## src/rtl/redmule_job_ctx_regfile.sv

```systemverilog
// rtl/redmule_job_ctx_regfile.sv - multi-context RedMulE job register ring; optional cycle counter via REDMULE_JOB_PERF_EN
module redmule_job_ctx_regfile #(
    parameter int unsigned N_CONTEXT = 2,
    parameter int unsigned N_REGS    = 19,
    parameter int unsigned ADDR_W    = 8
) (
    input  logic                          clk_i,
    input  logic                          rst_i,
    input  logic                          req_i,
    input  logic                          we_i,
    input  logic [ADDR_W-1:0]             addr_i,
    input  logic [3:0]                    be_i,
    input  logic [31:0]                   wdata_i,
    output logic                          gnt_o,
    output logic                          r_valid_o,
    output logic [31:0]                   rdata_o,
    output logic                          job_valid_o,
    input  logic                          job_ready_i,
    output logic [N_REGS*32-1:0]          job_regs_o,
    output logic [$clog2(N_CONTEXT):0]    job_ctx_o,
    input  logic                          done_i,
    output logic                          evt_o
);

    localparam int unsigned PTR_W = (N_CONTEXT > 1) ? $clog2(N_CONTEXT) : 1;
    localparam int unsigned CNT_W = $clog2(N_CONTEXT + 1);
    localparam int unsigned CTX_W = $clog2(N_CONTEXT) + 1;
    localparam int unsigned IDX_W = ADDR_W - 3;

    localparam logic [IDX_W-1:0] IDX_TRIGGER = IDX_W'(0);
    localparam logic [IDX_W-1:0] IDX_ACQUIRE = IDX_W'(1);
    localparam logic [IDX_W-1:0] IDX_STATUS  = IDX_W'(2);
    localparam logic [IDX_W-1:0] IDX_RUN_CTX = IDX_W'(3);
    localparam logic [IDX_W-1:0] IDX_CLEAR   = IDX_W'(4);
    localparam logic [IDX_W-1:0] IDX_CYCLES  = IDX_W'(5);

    logic [31:0]      ctx_q [N_CONTEXT][N_REGS];
    logic [PTR_W-1:0] wr_ptr_q;
    logic [PTR_W-1:0] rd_ptr_q;
    logic [CNT_W-1:0] count_q;
    logic             acquired_q;
    logic             running_q;

    logic [IDX_W-1:0] idx;
    logic             job_space;
    logic             idx_in_range;
    logic             ctl_wr;
    logic             ctl_rd;
    logic             acquire_rd;
    logic             trigger;
    logic             soft_clear;
    logic             full;
    logic             job_wr;
    logic             job_accept;
    logic             job_done;
    logic [31:0]      rdata_d;
    logic [31:0]      job_cycles;
    logic [3:0]       count_4;
    logic [7:0]       rd_ptr_8;
    logic             unused_addr;

    function automatic logic [PTR_W-1:0] ptr_inc(input logic [PTR_W-1:0] p);
        return (32'(p) == N_CONTEXT - 1) ? '0 : p + PTR_W'(1);
    endfunction

    assign idx          = addr_i[ADDR_W-2:2];
    assign job_space    = addr_i[ADDR_W-1];
    assign unused_addr  = ^addr_i[1:0];
    assign idx_in_range = 32'(idx) < N_REGS;
    assign ctl_wr       = req_i && we_i && !job_space;
    assign ctl_rd       = req_i && !we_i && !job_space;
    assign acquire_rd   = ctl_rd && (idx == IDX_ACQUIRE);
    assign trigger      = ctl_wr && (idx == IDX_TRIGGER) && acquired_q;
    assign soft_clear   = ctl_wr && (idx == IDX_CLEAR);
    assign full         = (count_q == CNT_W'(N_CONTEXT));
    assign job_wr       = req_i && we_i && job_space && idx_in_range && acquired_q;
    assign job_valid_o  = (count_q != '0) && !running_q;
    assign job_accept   = job_valid_o && job_ready_i;
    assign job_done     = done_i && running_q;
    assign gnt_o        = req_i;
    assign job_ctx_o    = CTX_W'(rd_ptr_q);
    assign count_4      = 4'(count_q);
    assign rd_ptr_8     = 8'(rd_ptr_q);

    for (genvar r = 0; r < int'(N_REGS); r++) begin : g_job_regs
        assign job_regs_o[r*32 +: 32] = ctx_q[rd_ptr_q][r];
    end

    // Reads observe the state before this cycle's updates (acquire returns the slot it grants).
    always_comb begin
        rdata_d = '0;
        if (job_space) begin
            if (idx_in_range) begin
                rdata_d = ctx_q[wr_ptr_q][idx];
            end
        end else begin
            case (idx)
                IDX_ACQUIRE: rdata_d = (acquired_q || !full) ? 32'(wr_ptr_q) : 32'hFFFF_FFFF;
                IDX_STATUS:  rdata_d = {16'b0, count_4, 2'b0, acquired_q, running_q, rd_ptr_8};
                IDX_RUN_CTX: rdata_d = 32'(rd_ptr_q);
                IDX_CYCLES:  rdata_d = job_cycles;
                default:     rdata_d = '0;
            endcase
        end
    end

    always_ff @(posedge clk_i) begin
        if (rst_i) begin
            r_valid_o <= 1'b0;
            rdata_o   <= '0;
        end else begin
            r_valid_o <= req_i;
            rdata_o   <= (req_i && !we_i) ? rdata_d : '0;
        end
    end

    // Soft clear aborts everything, including a running job; its done_i is discarded.
    always_ff @(posedge clk_i) begin
        if (rst_i || soft_clear) begin
            wr_ptr_q   <= '0;
            rd_ptr_q   <= '0;
            count_q    <= '0;
            acquired_q <= 1'b0;
            running_q  <= 1'b0;
            evt_o      <= 1'b0;
            for (int c = 0; c < int'(N_CONTEXT); c++) begin
                for (int r = 0; r < int'(N_REGS); r++) begin
                    ctx_q[c][r] <= '0;
                end
            end
        end else begin
            evt_o <= job_done;
            if (acquire_rd && !acquired_q && !full) begin
                acquired_q <= 1'b1;
            end
            if (trigger) begin
                wr_ptr_q   <= ptr_inc(wr_ptr_q);
                acquired_q <= 1'b0;
            end
            if (job_done) begin
                rd_ptr_q <= ptr_inc(rd_ptr_q);
            end
            if (trigger && !job_done) begin
                count_q <= count_q + CNT_W'(1);
            end else if (!trigger && job_done) begin
                count_q <= count_q - CNT_W'(1);
            end
            if (job_accept) begin
                running_q <= 1'b1;
            end else if (job_done) begin
                running_q <= 1'b0;
            end
            if (job_wr) begin
                for (int b = 0; b < 4; b++) begin
                    if (be_i[b]) begin
                        ctx_q[wr_ptr_q][idx][8*b +: 8] <= wdata_i[8*b +: 8];
                    end
                end
            end
        end
    end

`ifdef REDMULE_JOB_PERF_EN
    logic [31:0] cycles_q;

    always_ff @(posedge clk_i) begin
        if (rst_i || soft_clear) begin
            cycles_q <= '0;
        end else if (job_accept) begin
            cycles_q <= '0;
        end else if (running_q && (cycles_q != 32'hFFFF_FFFF)) begin
            cycles_q <= cycles_q + 32'd1;
        end
    end

    assign job_cycles = cycles_q;
`else
    assign job_cycles = '0;
`endif

endmodule

```

## config.mk

```make
export PLATFORM = sky130hd
export DESIGN_NAME = redmule_job_ctx_regfile
export DESIGN_NICKNAME = d
export VERILOG_FILES = /design/src/rtl/redmule_job_ctx_regfile.sv
export SDC_FILE = /design/constraint.sdc
export NUM_CORES = 2
export LEC_CHECK = 0
export ABC_CLOCK_PERIOD_IN_PS = 4000
export CORE_UTILIZATION = 25
export CTS_CLUSTER_DIAMETER = 150
export CTS_CLUSTER_SIZE = 30
export DETAILED_ROUTE_END_ITERATION = 8
export SKIP_LAST_GASP = 1
export SLEW_MARGIN = 10
export SYNTH_ARGS = -nofsm -noshare
export SYNTH_HDL_FRONTEND = slang
export SYNTH_SLANG_ARGS = --single-unit
```

## constraint.sdc

```tcl
create_clock -name clk_i -period 4 [get_ports clk_i]
set_input_delay 1.2 -clock clk_i [delete_from_list [all_inputs] [get_ports clk_i]]
set_output_delay 1.2 -clock clk_i [all_outputs]
set_load 0.005 [all_outputs]
```

* After elaboration in Yosys (flattened, before gate mapping)
Memory sizes are Yosys's and may differ from the RTL's. A register that Yosys moved wholly into a read port is not among the register bits.
Cells that the tools add are included.
** Cells by class
- Equality and inequality tests :: 5
- Bitwise logic cells :: 1826
- Muxes and demuxes :: 1870
- Add/subtract/negate cells :: 4
- $lt $le $gt $ge :: 3
- Reductions and logical operators :: 35
** Operators by type and width (number)
- 608-bit 2-to-1 mux :: 6
- 1-bit 2-to-1 mux :: 1847
- 1-bit OR :: 1824
- 32-bit demux with 5-bit select :: 4
- 608-bit OR reduction :: 1
- 32-bit 2-to-1 mux :: 6
- 32-bit binary-select mux with 5-bit select :: 1
- 32-bit one-hot mux with 3 select lines :: 1
- 24-bit 2-to-1 mux :: 1
- 1-bit logical AND :: 19
- 16-bit 2-to-1 mux :: 1
- 5-bit by 2-bit equality test with 1-bit output (second input constant) :: 2
- 8-bit 2-to-1 mux :: 1
- 1-bit logical NOT :: 7
- 6-bit greater-or-equal comparator (second input constant) :: 1
- 6-bit by 1-bit less-than comparator with 1-bit output (second input constant) :: 1
- 5-bit NOT with 6-bit output :: 1
- 2-bit nonzero test :: 3
- 5-bit by 1-bit equality test with 1-bit output (second input constant) :: 1
- 5-bit by 3-bit equality test with 1-bit output (second input constant) :: 1
- 5-bit logical NOT :: 1
- 5-bit less-than comparator (second input constant) :: 1
- 2-bit 2-to-1 mux :: 2
- 2-bit OR reduction :: 2
- 6 further kinds :: 8
** Word-level totals
- Register bits :: 40
- Logic and storage cells :: 3752
- Bits in writable memories :: 1216
- Memories :: 1
** Memory list
- ctx_q :: depth 2, bits a word 608, read ports 2, clocked after memory_dff 2, wr ports 2, RTL line 37 : logic [31:0] ctx_q [N_CONTEXT][N_REGS];

* Longest topological paths before layout
- Word-level depth :: 12
- Mapped depth :: 11
- Gate-level depth less buffers :: 8

* Worst setup path before layout
No wires, ideal clock.
- Kind :: input -> register
- Start :: input port addr_i[2]
- End :: memory ctx_q[1][488] in the netlist's numbering, enable pin
- Buffers on the path :: 6
- Slack :: 262 ps
- Data arrival time :: 3354 ps
- Required time :: 3616 ps
- Stages on the path :: 10
- Cells stage by stage :: buf_2 -> buf_2 -> buf_2 -> buf_2 -> buf_4 -> buf_2 -> nand3_1 -> inv_1 -> nand2_1 -> o21ai_0
** RTL lines
- from (decl) :: RTL line 11 : input logic [ADDR_W-1:0] addr_i,
- to (decl) :: RTL line 37

==> results.tsv <==
metric	value	unit
status	complete, but fails checks	
failing checks	negative setup slack	
Worst Tran Pin Value	1130	ps
final hold vios	0	
Yosys reg bits	1258	
Fillers	23300	
Skew-Pair Late Insertion Delay	710	ps
Psw	0.00599	W
Port Buffers	692	
DRC	0	
reg2reg end	rdata_o[8]$_SDFF_PP0_	
fin area	76500	um^2
cell mode on critical path	buf_4	
vias in the first global route	41400	
Cells after DPL	8069	
R2R cell count	6	
largest family of logic cells by synthesized area	multiplexers	
simple-gate portion of the synthesized area	0.0752	
worst setup slack after layout	-2.02	ps
Synth Area in XOR/XNOR	0.000879	
clock network power share	0.273	
worst setup path end	ctx_q[1][540]$_DFFE_PP_	
total power	0.0245	W
detailed placer's ending HPWL	208	mm
Crit Path Class	in2reg	
crit path DAT	4350	ps
Reg2Reg Setup Slack	720	ps
critical path launch point type	input pin	
Die ar.	241000	um^2
cell area after synthesis	59800	um^2
worst endpoint required time	4350	ps
Gate Count Post-Synth	4037	
Via density	5.24	
Worst path top cell family by delay	simple AND/OR/NAND/NOR gates	
dpl cell area	74700	um^2
M1 WL	112	mm
crit-path max cell delay	760	ps
Async SR Flop Fraction	0	
HP Start	acquired_q$_SDFFE_PP0P_	
met2 wire length	122	mm
Logic pwr share	0.112	
critical-path cell list	clkdlybuf4s50_1, nand3b_1, buf_4, a2111o_1, or4_1, o211ai_2, a221oi_4, buf_12, buf_4, nor2b_2	
RSZ-0062 raised after global routing	true	
multi-input logic area	21100	um^2
Layout Skew	24.1	ps
non-filler cells, final	8178	
Overflow after GRT	0	
cts hold-fix bufs	0	
global-route wire length before repair	365	mm
sequential area share after synthesis	0.625	
worst min path class	reg2reg	
Die Y	491	um
Initial Util	0.251	
CTS max path bufs	3	
CP max-delay cell	nor2b_2	
Netlist cell types	69	
CTS tree	yes	
top sig layer	met5	
TritonCTS Sinks	1258	
max-cap viol count	0	
mux cell area share after synthesis	0.230	
Synth warnings	0	
Via Count	42900	
register share of total power	0.616	
Synth-to-Final Area Change	28.0	%
crit share post-route	1.00	
pwr dens	320	nW/um^2
H-tree depth	2	
Worst-path clk slew	120	ps
Top Ports	696	
# rows	179	
antenna violations before repair	24	
syn_area_per_cell	14.8	um^2
Initial DRT Pass Iterations	6	
Max VDD drop	248	uV
relative slew slack	0.242	
Power Internal	0.0185	W
WP depth	10	
DR WL met3	29.1	mm
Final #Nets	5010	
CTS root buf	clkbuf_16	
FF/Latch Area	37400	um^2
Critical path origin	rst_i	
core area	238000	um^2
post-synthesis compound-gate area fraction	0.0432	
final RePlAce weighted congestion	0.912	
ratio of cells with drive above 1 in the final layout	0.306	
die width	491	um
total CTS buffers	48	
Peak Freq	250	MHz
Total GRT Usage	0.221	
Min Clock Period, post-route	4000	ps
Net Sw Frac	0.245	
Adder-Cell Fraction of Synth Area	0.000209	
Post-synth EDFFs	1216	
Leak	25.6	nW
pin count of the biggest net entering global routing	106	
worst-path fanout max	18	
syn_nets	4088	
Finish-stage setup viols	1	
CP Capture Type	flip-flop	
antenna-violating nets left	0	
Post-Route Utilization	0.322	
count of pins over their slew limit	0	
detailed router's first-iteration violation count	5722	
routed wire length	276	mm
top_reg_cell synth	edfxtp_1	
Avg WL per Cell	33.8	um
WP buf/inv	4	
-- worst register-to-register path: stages, from the launching register on --
cell and delay [ps]:
dfxtp_4 940, buf_4 440, mux4_2 560, a22o_1 300
a311oi_1 500, nand3_1 280, o2bb2ai_1 190
-- layout make-up --
type | instances | area share
Inverter | 11 | 0.000540
Clock buffer | 83 | 0.0177
Antenna cell | 14 | 0.000458
Multi-Input combinational cell | 2421 | 0.276
Timing Repair Buffer | 1219 | 0.164
Sequential cell | 1258 | 0.489
Clock inverter | 5 | 0.000835
Tap cell | 3167 | 0.0518
-- registers in the layout (all words and copies together) (netlist names), named ones only --
name,count
running_q,1
ctx_q,1216
evt_o,1
acquired_q,1
rdata_o,32
wr_ptr_q,1
r_valid_o,1
count_q,2
rd_ptr_q,1
-- synth_stat cells, types with 3 or more instances --
cell type  instances  area [um^2]
o31ai_1           17          128
buf_4              7         52.6
nand3_2            5         50.1
dfxtp_1           42          841
mux2i_1          112         1120
mux4_2           256         5770
nor2_1           643         2410
nor2b_1           11         68.8
a22o_1            25          219
a221oi_1          13          114
o21ai_0          174          871
o211ai_1          33          248
o22a_1            16          140
a211oi_1          17          128
nor3b_1            7         52.6
nand2_2            4         25.0
clkbuf_1         217          815
o221ai_1           4         35.0
a31oi_1           30          188
buf_2             91          455
nand2b_1           9         56.3
nand3_1           43          215
nor3_1            34          170
edfxtp_1        1216        36500
buf_1             29          109
and2_1            36          225
xor2_1             4         35.0
buf_6              3         33.8
and3_1            17          106
nand4_1           18          113
mux2_2           609         6860
a22oi_1            7         52.6
nor2b_2           30          263
inv_1             11         41.3
nand2_1          151          567
a21oi_1           55          275
a21o_1             4         30.0
-- stage by stage --
stage	setup slack [ps]	hold slack [ps]	TNS, ps
floorplan	262	512	0
global placement	-724	546	-367980
detailed placement	-784	561	-381710
CTS	-28.5	575	-564
global route	-106	604	-5110
finish	-2.02	577	-2.02
-- routing by layer --
metal	vias to the layer above	global-route usage
li1	17200	-
met1	22500	0.305
met2	2842	0.334
met3	319	0.0448
met4	6	0.0966
met5	-	0
-- logic make-up after synthesis --
| group | count (synthesis) |
|---|---|
| multiplexers | 977 |
| XOR/XNOR | 6 |
| buffers and inverters | 358 |
| adder cells (fa/ha/maj) | 1 |
| other | 1 |
| AO/OA/AOI/OAI | 409 |
| AND/OR/NAND/NOR | 1027 |
| flip-flops | 1258 |
-- repair_timing --
| item | CTS | global route |
|---|---|---|
| pin swaps | 0 | 0 |
| cloned | 2 | 4 |
| setup endpoints to repair | 263 | 319 |
| gates resized for setup | 9 | 12 |
| setup buffers | 1 | 0 |
-- cell usage in the layout (no fill, tap or decap), drive strengths merged, types with 48 or more instances in the layout --
| master | instances |
|---|---|
| a21oi | 55 |
| clkbuf | 87 |
| clkdlybuf4s50 | 689 |
| nand2 | 155 |
| mux2 | 609 |
| edfxtp | 1216 |
| mux4 | 256 |
| o21ai | 175 |
| buf | 525 |
| nand3 | 48 |
| nor2 | 645 |
| mux2i | 112 |
-- power groups by stage --
stage / combinational (W) / sequential (W) / clock, W
CTS: 0.00272 / 0.0151 / 0.00673
finish: 0.00274 / 0.0151 / 0.00667
global placement: 0.00270 / 0.0153 / 0
detailed placement: 0.00271 / 0.0154 / 0
floorplan: 0.000995 / 0.0153 / 0
global route: 0.00280 / 0.0151 / 0.00710
-- worst min-delay path by stage --
stage	cells after the start	end	slack (ps)
after floorplan	2	evt_o$_SDFF_PP0_	510
after global placement	2	acquired_q$_SDFFE_PP0P_	550
after detailed placement	2	acquired_q$_SDFFE_PP0P_	560
after CTS	2	acquired_q$_SDFFE_PP0P_	570
after global routing	2	acquired_q$_SDFFE_PP0P_	600
final	2	acquired_q$_SDFFE_PP0P_	580
Power figures use the tool's default switching activity.
